`src/rtl/dmem_port_arbiter.sv`:
```
// Shares one single-port data memory between the core and debug requesters.
// One transaction at a time, round-robin on ties, fixed MEM_LAT read latency.
module dmem_port_arbiter #(
    parameter int ADDR_W  = 32,
    parameter int DATA_W  = 32,
    parameter int MEM_LAT = 1
) (
    input  logic              clk,
    input  logic              areset,
    input  logic              c_req,
    input  logic              c_we,
    input  logic [ADDR_W-1:0] c_addr,
    input  logic [DATA_W-1:0] c_wdata,
    output logic              c_gnt,
    output logic              c_ack,
    output logic [DATA_W-1:0] c_rdata,
    input  logic              d_req,
    input  logic              d_we,
    input  logic [ADDR_W-1:0] d_addr,
    input  logic [DATA_W-1:0] d_wdata,
    output logic              d_gnt,
    output logic              d_ack,
    output logic [DATA_W-1:0] d_rdata,
    output logic              m_en,
    output logic              m_we,
    output logic [ADDR_W-3:0] m_addr,
    output logic [DATA_W-1:0] m_wdata,
    input  logic [DATA_W-1:0] m_rdata
);

    localparam int CNT_W = (MEM_LAT > 1) ? $clog2(MEM_LAT) : 1;
    localparam logic [CNT_W-1:0] CNT_INIT = CNT_W'(MEM_LAT - 1);
    localparam logic CORE = 1'b0;
    localparam logic DBG  = 1'b1;

    typedef enum logic [1:0] {
        S_IDLE,
        S_ISSUE,
        S_WAIT,
        S_RESP
    } state_e;

    state_e             state_q, state_d;
    logic [CNT_W-1:0]   cnt_q, cnt_d;
    logic               last_q, last_d;
    logic               owner_q, owner_d;
    logic               we_q, we_d;
    logic [ADDR_W-3:0]  addr_q, addr_d;
    logic [DATA_W-1:0]  wdata_q, wdata_d;
    logic [DATA_W-1:0]  c_rdata_q, c_rdata_d;
    logic [DATA_W-1:0]  d_rdata_q, d_rdata_d;
    logic               gnt_c, gnt_d;
    logic               capture;
    logic               unused_addr_bits;

    assign unused_addr_bits = ^{c_addr[1:0], d_addr[1:0]};

    always_comb begin
        state_d   = state_q;
        cnt_d     = cnt_q;
        last_d    = last_q;
        owner_d   = owner_q;
        we_d      = we_q;
        addr_d    = addr_q;
        wdata_d   = wdata_q;
        c_rdata_d = c_rdata_q;
        d_rdata_d = d_rdata_q;
        gnt_c     = 1'b0;
        gnt_d     = 1'b0;
        capture   = 1'b0;
        m_en      = 1'b0;

        unique case (state_q)
            S_IDLE: begin
                if (c_req && d_req) begin
                    gnt_c = (last_q == DBG);
                    gnt_d = (last_q == CORE);
                end else begin
                    gnt_c = c_req;
                    gnt_d = d_req;
                end
                if (gnt_c || gnt_d) begin
                    owner_d = gnt_d;
                    last_d  = gnt_d;
                    we_d    = gnt_d ? d_we : c_we;
                    addr_d  = gnt_d ? d_addr[ADDR_W-1:2] : c_addr[ADDR_W-1:2];
                    wdata_d = gnt_d ? d_wdata : c_wdata;
                    cnt_d   = CNT_INIT;
                    state_d = S_ISSUE;
                end
            end
            S_ISSUE: begin
                m_en = 1'b1;
                if (we_q) begin
                    state_d = S_RESP;
                end else if (cnt_q == '0) begin
                    capture = 1'b1;
                    state_d = S_RESP;
                end else begin
                    cnt_d   = cnt_q - CNT_W'(1);
                    state_d = S_WAIT;
                end
            end
            S_WAIT: begin
                if (cnt_q == '0) begin
                    capture = 1'b1;
                    state_d = S_RESP;
                end else begin
                    cnt_d = cnt_q - CNT_W'(1);
                end
            end
            S_RESP: begin
                state_d = S_IDLE;
            end
            default: begin
                state_d = S_IDLE;
            end
        endcase

        // read data lands in the owner's holding register only
        if (capture) begin
            if (owner_q == DBG) begin
                d_rdata_d = m_rdata;
            end else begin
                c_rdata_d = m_rdata;
            end
        end
    end

    always_ff @(posedge clk or negedge areset) begin
        if (!areset) begin
            state_q   <= S_IDLE;
            cnt_q     <= '0;
            last_q    <= DBG;
            owner_q   <= CORE;
            we_q      <= 1'b0;
            addr_q    <= '0;
            wdata_q   <= '0;
            c_rdata_q <= '0;
            d_rdata_q <= '0;
        end else begin
            state_q   <= state_d;
            cnt_q     <= cnt_d;
            last_q    <= last_d;
            owner_q   <= owner_d;
            we_q      <= we_d;
            addr_q    <= addr_d;
            wdata_q   <= wdata_d;
            c_rdata_q <= c_rdata_d;
            d_rdata_q <= d_rdata_d;
        end
    end

    // grants are Mealy; mask them so nothing leaks out while held in reset
    assign c_gnt   = gnt_c & areset;
    assign d_gnt   = gnt_d & areset;
    assign c_ack   = (state_q == S_RESP) && (owner_q == CORE);
    assign d_ack   = (state_q == S_RESP) && (owner_q == DBG);
    assign c_rdata = c_rdata_q;
    assign d_rdata = d_rdata_q;
    assign m_we    = m_en & we_q;
    assign m_addr  = addr_q;
    assign m_wdata = wdata_q;

endmodule

```
`config.mk`:
```
export PLATFORM = sky130hd
export DESIGN_NAME = dmem_port_arbiter
export DESIGN_NICKNAME = d
export VERILOG_FILES = /design/src/rtl/dmem_port_arbiter.sv
export SDC_FILE = /design/constraint.sdc
export NUM_CORES = 1
export LEC_CHECK = 0
export BUFFER_PORTS_ARGS = -buffer_cell sky130_fd_sc_hd__buf_2
export CAP_MARGIN = 20
export CORE_ASPECT_RATIO = 2
export CORE_UTILIZATION = 43
export DETAILED_ROUTE_END_ITERATION = 10
export GPL_ROUTABILITY_DRIVEN = 0
export PLACE_DENSITY = 0.76
export SYNTH_ARGS = -nofsm -noshare
export SYNTH_HDL_FRONTEND = slang
export SYNTH_SLANG_ARGS = --single-unit
```
`constraint.sdc`:
```
create_clock -name clk -period 2.52 [get_ports clk]
set_input_delay 0.756 -clock clk [delete_from_list [all_inputs] [get_ports clk]]
set_output_delay 0.756 -clock clk [all_outputs]
set_load 0.03 [all_outputs]
```
### After elaboration in Yosys (flattened, before gate mapping)

Index checks and enable logic that the tools add are counted.
Widths: inputs -> output; s select.

* add/subtract/negate cells: 1
* reduce and logical (&&, ||, !) cells: 11
* bitwise gates (word level): 5
* eq/ne operators: 6
* muxes and demuxes: 22

Operator list (number)
* $mux 32: 1
* $mux 30: 1
* $mux 1: 15
* $pmux 2 s4: 1
* $reduce_and 2->1: 4
* $ne 2x2->1 const B: 3
* $eq 2x2->1 const B: 2
* $mux 2: 2
* $and 1x1->1: 3
* $logic_and 1x1->1: 3
* $pmux 1 s3: 1
* $reduce_and 3->1: 1
* $reduce_bool 3->1: 1
* $eq 2x1->1 const B: 1
* $logic_not 2->1: 1
* $not 1->1: 2
* $pmux 1 s2: 1
* $logic_or 1x1->1: 1
* $sub 1x1->1 const B: 1

* register bits: 132
* logic and storage cells: 54
* output and inout bits: 132
* input port bits: 166

### Longest topological paths before layout

Gate-level depths: netlist of run 1.

* word-level depth: 6
* gate-level depth with buffers: 7
* depth with buffers taken out: 5

### Worst setup path before layout of run 1

No wires, ideal clock.

* path kind: input -> output
* start point: input d_req
* end point: output d_gnt
* setup slack: 0.223 ns
* required time: 1.764 ns
* path buffers: 2
* stages: 4
* arrival time: 1.541 ns
* cell sequence: a21boi_2 -> buf_6 -> buf_12 -> and3_1

* cells in the longest elaborated chain, start to end: 5

Ends and longest elaborated chain
* from (decl): RTL line 17 `input logic d_req,`
* $logic_and 1x1->1: RTL line 75 `if (c_req && d_req) begin`
* $mux 1 (*): RTL line 75
* $mux 1 (*) (2 in a row): RTL line 73 `unique case (state_q)`
* $and 1x1->1 (*): RTL line 156 `assign d_gnt = gnt_d & areset;`
* to (decl): RTL line 21 `output logic d_gnt,`

Mark *: on every way between the ends. The rest lies on a longest branch, timed or not. The select of a mux whose other input is x is not followed.

### Worst setup path after layout of run 1

* start point: register state_q[1]
* end point: output c_gnt

* cells in the longest elaborated chain, start to end: 3

Ends and longest elaborated chain
* from (decl): RTL line 43 `state_e state_q, state_d;`
* from (signal assigned): RTL line 142 `state_q <= state_d;`
* $logic_not 2->1: RTL line 73
* $mux 1: RTL line 73
* $and 1x1->1: RTL line 155 `assign c_gnt = gnt_c & areset;`
* to (decl): RTL line 14 `output logic c_gnt,`

Every way passes these cells.

==> impl_metrics.env, run 1 <==
export IMPL_status="finished, violations left"
export IMPL_violations="design-rule violations"
export IMPL_ioPinCount=298
export IMPL_fin_hold_ws_ps=405.4
export IMPL_cp_max_fo=7
export IMPL_grt_first_pass_wirelength_mm=24.25
export IMPL_setup_viol=0
export IMPL_track_usage=0.2227
export IMPL_drt_iter0_markers=245
export IMPL_cts_resized=1
export IMPL_cts_tree="yes"
export IMPL_numCtsBuffers=17
export IMPL_rsz0062_at_grt="no"
export IMPL_die_width_um=84
export IMPL_finalNetCount=969
export IMPL_area_delta_synth_final_pct=36.69
export IMPL_reg2reg_slack_ps=510
export IMPL_fp_dieH_um=166.0
export IMPL_report_final_slew_viol_count=0
export IMPL_synth_ff_latch_count=131
export IMPL_n_fill_cell=1101
export IMPL_finalClockSkew_ps=11.66
export IMPL_use_met3=0.05915
export IMPL_met1_usage=0.2324
export IMPL_startpoint_type="flip-flop"
export IMPL_clkSinkCount=131
export IMPL_grt_pass1_vias=4894
export IMPL_use_met2=0.4084
export IMPL_viasPerCell=4.987
export IMPL_drive_above_1_share=0.5049
export IMPL_tns_ps=0
export IMPL_drt_total_wl_mm=15.02
export IMPL_core_rowCount=59
export IMPL_period_needed_ps=2406
export IMPL_cts_hold_buffers=0
export IMPL_leakage_nw=4.015
export IMPL_crit_type="reg -> out"
export IMPL_max_slew_margin=0.5259
export IMPL_yosys_cell_types_count=26
export IMPL_required_ps=1760
export IMPL_worst_pin_slew_ps=711.2
export IMPL_instances_no_fill=965
export IMPL_first_pass_iters=8
export IMPL_cap_viol_max_count=0
export IMPL_crit_arrival_ps=1650
export IMPL_r2r_end="c_rdata[17]"
export IMPL_grt_busiest_layer="met2"
export IMPL_timing_rr_start="state_q[1]"
export IMPL_dp_cells=932
export IMPL_wl_per_cell_um=15.56
export IMPL_start_util=0.4426
export IMPL_core_area_um2=13070
export IMPL_fin_util=0.6050
export IMPL_hold_violations=0
export IMPL_root_buffer="clkbuf_16"
export IMPL_hpwl_mm=11.20
export IMPL_syn_area_um2=5783
export IMPL_p_per_area_nw_per_um2=1568
export IMPL_yosysSeqAreaShare=0.5671
export IMPL_ir_drop_mv=0.5572
export IMPL_critPathCaptureType="primary output"
export IMPL_grt_overflow=0
export IMPL_clk_pin_slew_ps=60
export IMPL_cts_max_level=4
export IMPL_ff2ff_path_depth=6
export IMPL_hp_class="in -> async"
export IMPL_avgSynthCellArea_um2=11.34
export IMPL_grt_max_degree=64
export IMPL_ys_warn_count=0
export IMPL_cts_max_path_buffers=2
export IMPL_multi_input_area_um2=2203
export IMPL_fmax_mhz=415.7
export IMPL_port_buffers=293
export IMPL_min_period_over_period=0.9546
export IMPL_die_area_um2=13940
export IMPL_syn_nets=680
export IMPL_remaining_drc_errors=50
export IMPL_vias=4812
export IMPL_synth_cells=510
export IMPL_clock_latency_ps=410
export IMPL_postRouteAntennaNets=0
export IMPL_seqCellArea_um2=3279
export IMPL_cts_setup_buffers=0
export IMPL_antenna_found_initial=1
-- layer usage --
| layer | vias up | wire length, um |
|---|---|---|
| li1 | 2314 | - |
| met1 | 2251 | 5483 |
| met2 | 216 | 8123 |
| met3 | 31 | 974 |
| met4 | 0 | 435 |
| met5 | - | 0 |
-- metrics by stage --
step	setup WS (ps)	cell area, um^2	total power [mW]
after floorplan	223.4	5783	8.233
final	114.3	7905	12.39
after CTS	27.34	7893	12.49
after global placement	294.9	7298	9.804
after detailed placement	289.9	7298	9.961
after global routing	16.08	7905	13.10
-- layout make-up --
type	instances	area share
well taps	152	0.02406
clock buffers	18	0.05429
diodes	1	0.0003166
multi-input cells	342	0.2787
clock inverters	14	0.02058
repair buffers	304	0.2058
inverters	3	0.001425
flip-flops and latches	131	0.4148
-- registers in the layout (all words and copies together), names as in the netlist --
name / count
we_q: 1
c_rdata: 32
m_wdata: 32
owner_q: 1
m_addr: 30
state_q: 2
d_rdata: 32
last_q: 1
-- critical path, cell delays in order, from the launching register on --
cell and delay (ps):
dfrtp_1 410, inv_1 120, ha_4 180, nand2_1 60, a21oi_1 150, and2_1 140
buf_2 200
-- Yosys cell counts --
cell type | n | area share
a21bo_2 | 1 | 0.0017
a21boi_2 | 1 | 0.0019
dfstp_2 | 1 | 0.0045
mux2_2 | 33 | 0.064
a31oi_1 | 64 | 0.069
a21oi_1 | 3 | 0.0026
clkbuf_1 | 1 | 0.00065
mux2_4 | 32 | 0.083
and2_1 | 3 | 0.0032
ha_1 | 4 | 0.0087
o21ai_0 | 1 | 0.00086
inv_1 | 3 | 0.0019
nor2b_1 | 1 | 0.0011
buf_12 | 6 | 0.021
and3_1 | 1 | 0.0011
nor2_1 | 64 | 0.042
o21ai_4 | 1 | 0.0028
o211ai_4 | 1 | 0.0037
nor2b_4 | 2 | 0.0048
buf_4 | 3 | 0.0039
buf_6 | 8 | 0.016
nor3b_1 | 1 | 0.0013
nand2_1 | 128 | 0.083
buf_2 | 16 | 0.014
dfrtp_1 | 130 | 0.56
o21a_1 | 1 | 0.0013
-- worst max path at each step --
| stage | from | endpoint | cells past startpoint |
|---|---|---|---|
| finish | state_q[1] | c_gnt | 6 |
| global route | state_q[1] | c_gnt | 6 |
| CTS | state_q[0] | c_gnt | 6 |
| global placement | d_req | d_gnt | 4 |
| floorplan | d_req | d_gnt | 4 |
| detailed placement | d_req | d_gnt | 4 |
-- placed cells by master, fill, tap and decap left out, drive strengths merged --
| cell | n |
|---|---|
| o21a | 1 |
| clkinvlp | 3 |
| a21oi | 3 |
| bufinv | 2 |
| mux2 | 65 |
| nor2 | 64 |
| a21boi | 1 |
| nand2 | 128 |
| buf | 304 |
| dfrtp | 130 |
| a21bo | 1 |
| inv | 11 |
| diode | 1 |
| a31oi | 64 |
| o21ai | 2 |
| and2 | 3 |
| o211ai | 1 |
| and3 | 1 |
| clkinv | 1 |
| nor2b | 3 |
| ha | 4 |
| dfstp | 1 |
| nor3b | 1 |
| clkbuf | 18 |
-- logic make-up after synthesis --
logic type      Yosys count  synth area share
simple gates            200            0.1361
fa+ha+maj                 4          0.008655
mux                      65            0.1473
buf+inv                  37           0.05669
compound gates           73           0.08416
flops                   131            0.5671
-- power breakdown --
part,total (mW),switching [mW],internal [mW]
logic,6.16,3.89,2.27
clock network,2.46,0.972,1.49
registers,3.78,0.572,3.20
(Power assumes the default switching activity.)
==> run 2: changes to the inputs <==
- REMOVE_ABC_BUFFERS: not set -> 1
==> impl_metrics.env, run 2 (synthesized netlist as in run 1, its figures left out) <==
export IMPL_p_per_area_nw_per_um2=1547
export IMPL_timing_rr_start="state_q[1]"
export IMPL_drt_total_wl_mm=14.60
export IMPL_first_pass_iters=7
export IMPL_finalClockSkew_ps=9.900
export IMPL_clock_latency_ps=400
export IMPL_r2r_end="c_rdata[27]"
export IMPL_dp_cells=933
export IMPL_area_delta_synth_final_pct=35.89
export IMPL_instances_no_fill=964
export IMPL_max_slew_margin=0.5442
export IMPL_setup_viol=0
export IMPL_postRouteAntennaNets=0
export IMPL_ff2ff_path_depth=6
export IMPL_ir_drop_mv=0.6948
export IMPL_report_final_slew_viol_count=0
export IMPL_vias=4727
export IMPL_rsz0062_at_grt="no"
export IMPL_viasPerCell=4.904
export IMPL_layout_common_cells="buf_2 (292), dfrtp_1 (130), nand2_1 (128)"
export IMPL_cts_tree="yes"
export IMPL_crit_type="reg -> out"
export IMPL_antenna_found_initial=1
export IMPL_start_util=0.4426
export IMPL_startpoint_type="flip-flop"
export IMPL_finalNetCount=970
export IMPL_hpwl_mm=10.75
export IMPL_dpl_cell_area_um2=7293
export IMPL_cp_max_fo=7
export IMPL_grt_pass1_vias=4700
export IMPL_violations="design-rule violations"
export IMPL_core_rowCount=59
export IMPL_grt_first_pass_wirelength_mm=23.07
export IMPL_mostFrequentLayoutCell="buf_2"
export IMPL_min_period_over_period=0.9551
export IMPL_die_area_um2=13940
export IMPL_setup_ws_ps=113.1
export IMPL_port_buffers=293
export IMPL_fmax_mhz=415.5
export IMPL_diodes=0
export IMPL_cts_max_path_buffers=2
export IMPL_tns_ps=0
export IMPL_fp_dieH_um=166.0
export IMPL_numCtsBuffers=17
export IMPL_worst_pin_slew_ps=683.7
export IMPL_core_area_um2=13070
export IMPL_remaining_drc_errors=33
export IMPL_die_width_um=84
export IMPL_cts_resized=0
export IMPL_leakage_nw=4.010
export IMPL_fin_util=0.6015
export IMPL_cp_startpoint="state_q[0]"
export IMPL_clkSinkCount=131
export IMPL_cts_hold_buffers=0
export IMPL_grt_overflow=0
export IMPL_critPathCaptureType="primary output"
export IMPL_clk_pin_slew_ps=60
export IMPL_post_place_ws_ps=313.1
export IMPL_required_ps=1760
export IMPL_grt_max_degree=101
export IMPL_design_area_um2=7859
export IMPL_root_buffer="clkbuf_16"
export IMPL_status="finished, violations left"
export IMPL_drive_above_1_share=0.5037
export IMPL_drt_iter0_markers=210
export IMPL_reg2reg_slack_ps=380
export IMPL_cap_viol_max_count=0
export IMPL_crit_arrival_ps=1650
export IMPL_period_needed_ps=2407
export IMPL_hp_class="in -> async"
export IMPL_wl_per_cell_um=15.15
export IMPL_hold_violations=0
export IMPL_track_usage=0.2128
export IMPL_ioPinCount=298
export IMPL_cts_max_level=4
export IMPL_cts_setup_buffers=0
==> run 2: power breakdown <==
| part | switching (mW) | internal, mW | total [mW] |
|---|---|---|---|
| registers | 0.567 | 3.21 | 3.77 |
| logic | 3.85 | 2.26 | 6.11 |
| clock network | 0.895 | 1.38 | 2.27 |
| total | 5.31 | 6.84 | 12.2 |
==> run 2: final cells by class <==
cell class / count / area [um^2]
Fill cell: 1142 / 5207
Inverter: 3 / 11.26
Timing Repair Buffer: 305 / 1622
Clock buffer: 19 / 442.9
Clock inverter: 12 / 110.1
Sequential cell: 131 / 3279
Multi-Input combinational cell: 342 / 2203
Tap cell: 152 / 190.2
==> run 2: routing by layer <==
layer / share of wire / GRT usage
met1: 0.38 / 0.2359
met2: 0.53 / 0.3763
met3: 0.065 / 0.05070
met4: 0.033 / 0.1049
met5: 0 / 0
==> run 2: worst max-delay path, stage by stage, from the launching register on <==
cell     delay (ps)
dfrtp_1         410
inv_1           130
ha_4            190
nand2_1          60
a21oi_1         140
and2_1          130
buf_2           190
==> run 2: metrics by stage <==
| step | hold WS [ps] | total power [mW] |
|---|---|---|
| final | 427.0 | 12.15 |
| after floorplan | 460.4 | 8.038 |
| after global routing | 447.5 | 12.83 |
| after detailed placement | 487.0 | 9.927 |
| after global placement | 482.5 | 9.792 |
| after CTS | 433.7 | 12.24 |
==> run 2: worst max path at each step <==
stage,to,cells after the start
3_3_place_gp,c_gnt,5
4_1_cts,c_gnt,6
3_5_place_dp,c_gnt,5
2_1_floorplan,d_gnt,2
5_1_grt,c_gnt,6
6_report,c_gnt,6
==> run 3: changes to the inputs <==
- CORE_MARGIN: not set -> 2
==> impl_metrics.env, run 3 (synthesized netlist as in run 1, its figures left out) <==
export IMPL_status="complete, no violations"
export IMPL_setup_viol=0
export IMPL_hp_class="in -> async"
export IMPL_cp_max_fo=7
export IMPL_fin_total_pwr_mw=12.57
export IMPL_grt_pass1_vias=4798
export IMPL_area_delta_synth_final_pct=37.00
export IMPL_core_area_um2=13290
export IMPL_report_final_slew_viol_count=0
export IMPL_hold_violations=0
export IMPL_rsz0062_at_grt="no"
export IMPL_fin_hold_ws_ps=468.0
export IMPL_clk_pin_slew_ps=60
export IMPL_finalClockSkew_ps=7.006
export IMPL_cp_startpoint="state_q[0]"
export IMPL_grt_max_degree=73
export IMPL_cts_max_level=4
export IMPL_required_ps=1760
export IMPL_numCtsBuffers=17
export IMPL_critPathSlowestCell="dfrtp_1"
export IMPL_max_slew_margin=0.4079
export IMPL_worst_pin_slew_ps=888.1
export IMPL_ir_drop_mv=0.7568
export IMPL_drt_total_wl_mm=15.75
export IMPL_critPathCaptureType="primary output"
export IMPL_startpoint_type="flip-flop"
export IMPL_cts_max_path_buffers=2
export IMPL_worstPathCellList="inv_1 > ha_4 > nand2_1 > a21oi_2 > and2_1 > clkbuf_4"
export IMPL_grt_overflow=0
export IMPL_crit_type="reg -> out"
export IMPL_antenna_found_initial=1
export IMPL_tns_ps=0
export IMPL_drive_above_1_share=0.5049
export IMPL_crit_arrival_ps=1650
export IMPL_timing_rr_start="state_q[1]"
export IMPL_cts_hold_buffers=0
export IMPL_drt_iter0_markers=137
export IMPL_leakage_nw=4.015
export IMPL_ff2ff_path_depth=6
export IMPL_core_rowCount=60
export IMPL_layout_common_cells="buf_2 (291), dfrtp_1 (130), nand2_1 (128)"
export IMPL_clkSinkCount=131
export IMPL_wl_per_cell_um=16.30
export IMPL_cp_top_family="flip-flops"
export IMPL_clock_latency_ps=420
export IMPL_post_place_ws_ps=298.6
export IMPL_max_stage_delay_ps=410
export IMPL_finalNetCount=969
export IMPL_start_util=0.4352
export IMPL_first_pass_iters=4
export IMPL_min_period_over_period=0.9548
export IMPL_cap_viol_max_count=0
export IMPL_mostFrequentLayoutCell="buf_2"
export IMPL_remaining_drc_errors=0
export IMPL_reg2reg_slack_ps=560
export IMPL_root_buffer="clkbuf_16"
export IMPL_crit_buf_inv=2
export IMPL_cts_tree="yes"
export IMPL_p_per_area_nw_per_um2=1586
export IMPL_ioPinCount=298
export IMPL_die_area_um2=14450
export IMPL_period_needed_ps=2406
export IMPL_postRouteAntennaNets=0
export IMPL_die_width_um=86
export IMPL_viasPerCell=5.023
export IMPL_r2r_end="d_rdata[7]"
export IMPL_hpwl_mm=11.98
export IMPL_vias=4852
export IMPL_setup_ws_ps=113.8
export IMPL_port_buffers=293
export IMPL_fmax_mhz=415.6
export IMPL_track_usage=0.2235
export IMPL_fp_dieH_um=168.0
export IMPL_grt_first_pass_wirelength_mm=24.72
run 3: cell count changes in the layout (fill, tap and decap cells not counted), moves of 3 or more:
cell and delta:
clkinv_4 -4, bufinv_16 +3, clkinv_2 -3, clkinvlp_4 +3
run 3: cell type report:
class                           count  area [um^2]
Fill cell                        1105         5365
Sequential cell                   131         3279
Multi-Input combinational cell    342         2207
Timing Repair Buffer              304         1608
Clock buffer                       18        439.2
Tap cell                          155        193.9
Clock inverter                     12        181.4
Inverter                            3        11.26
Antenna cell                        1        2.502
run 3: metal layers:
metal / share of wire / GRT usage / up-vias
li1: - / - / 2314
met1: 0.39 / 0.2623 / 2230
met2: 0.47 / 0.3573 / 279
met3: 0.12 / 0.08480 / 29
met4: 0.030 / 0.1042 / 0
met5: 0 / 0 / -
run 3: power by group:
part	leakage (nW)	switching, mW	internal (mW)
Clock	0.291	0.911	1.67
Combinational	2.23	3.94	2.25
Sequential	1.49	0.590	3.21
Total	4.01	5.44	7.13
run 3: worst max-delay path by stage:
stage | end | depth (start not counted)
floorplan | d_gnt | 2
global placement | c_gnt | 5
detailed placement | c_gnt | 5
CTS | c_gnt | 6
global route | c_gnt | 6
finish | c_gnt | 6
run 3: stage by stage:
stage	area (um^2)	utilization	instances
3_3_place_gp	7281	0.5479	935
6_report	7923	0.5962	966
3_5_place_dp	7281	0.5479	935
5_1_grt	7923	0.5962	966
4_1_cts	7904	0.5948	965
2_1_floorplan	5466	-	476
run 3: worst register-to-register path, cell delays in order (launching register included):
cell,delay [ps]
dfrtp_1,390
inv_1,100
ha_1,230
nor2b_4,160
o211ai_4,140
buf_4,420
mux2_2,410
run 3: what timing repair did:
action	CTS	global route
pin swaps	0	0
resized for setup	1	3
setup endpoints to repair	1	1
cloned	0	0
setup buffers	0	0
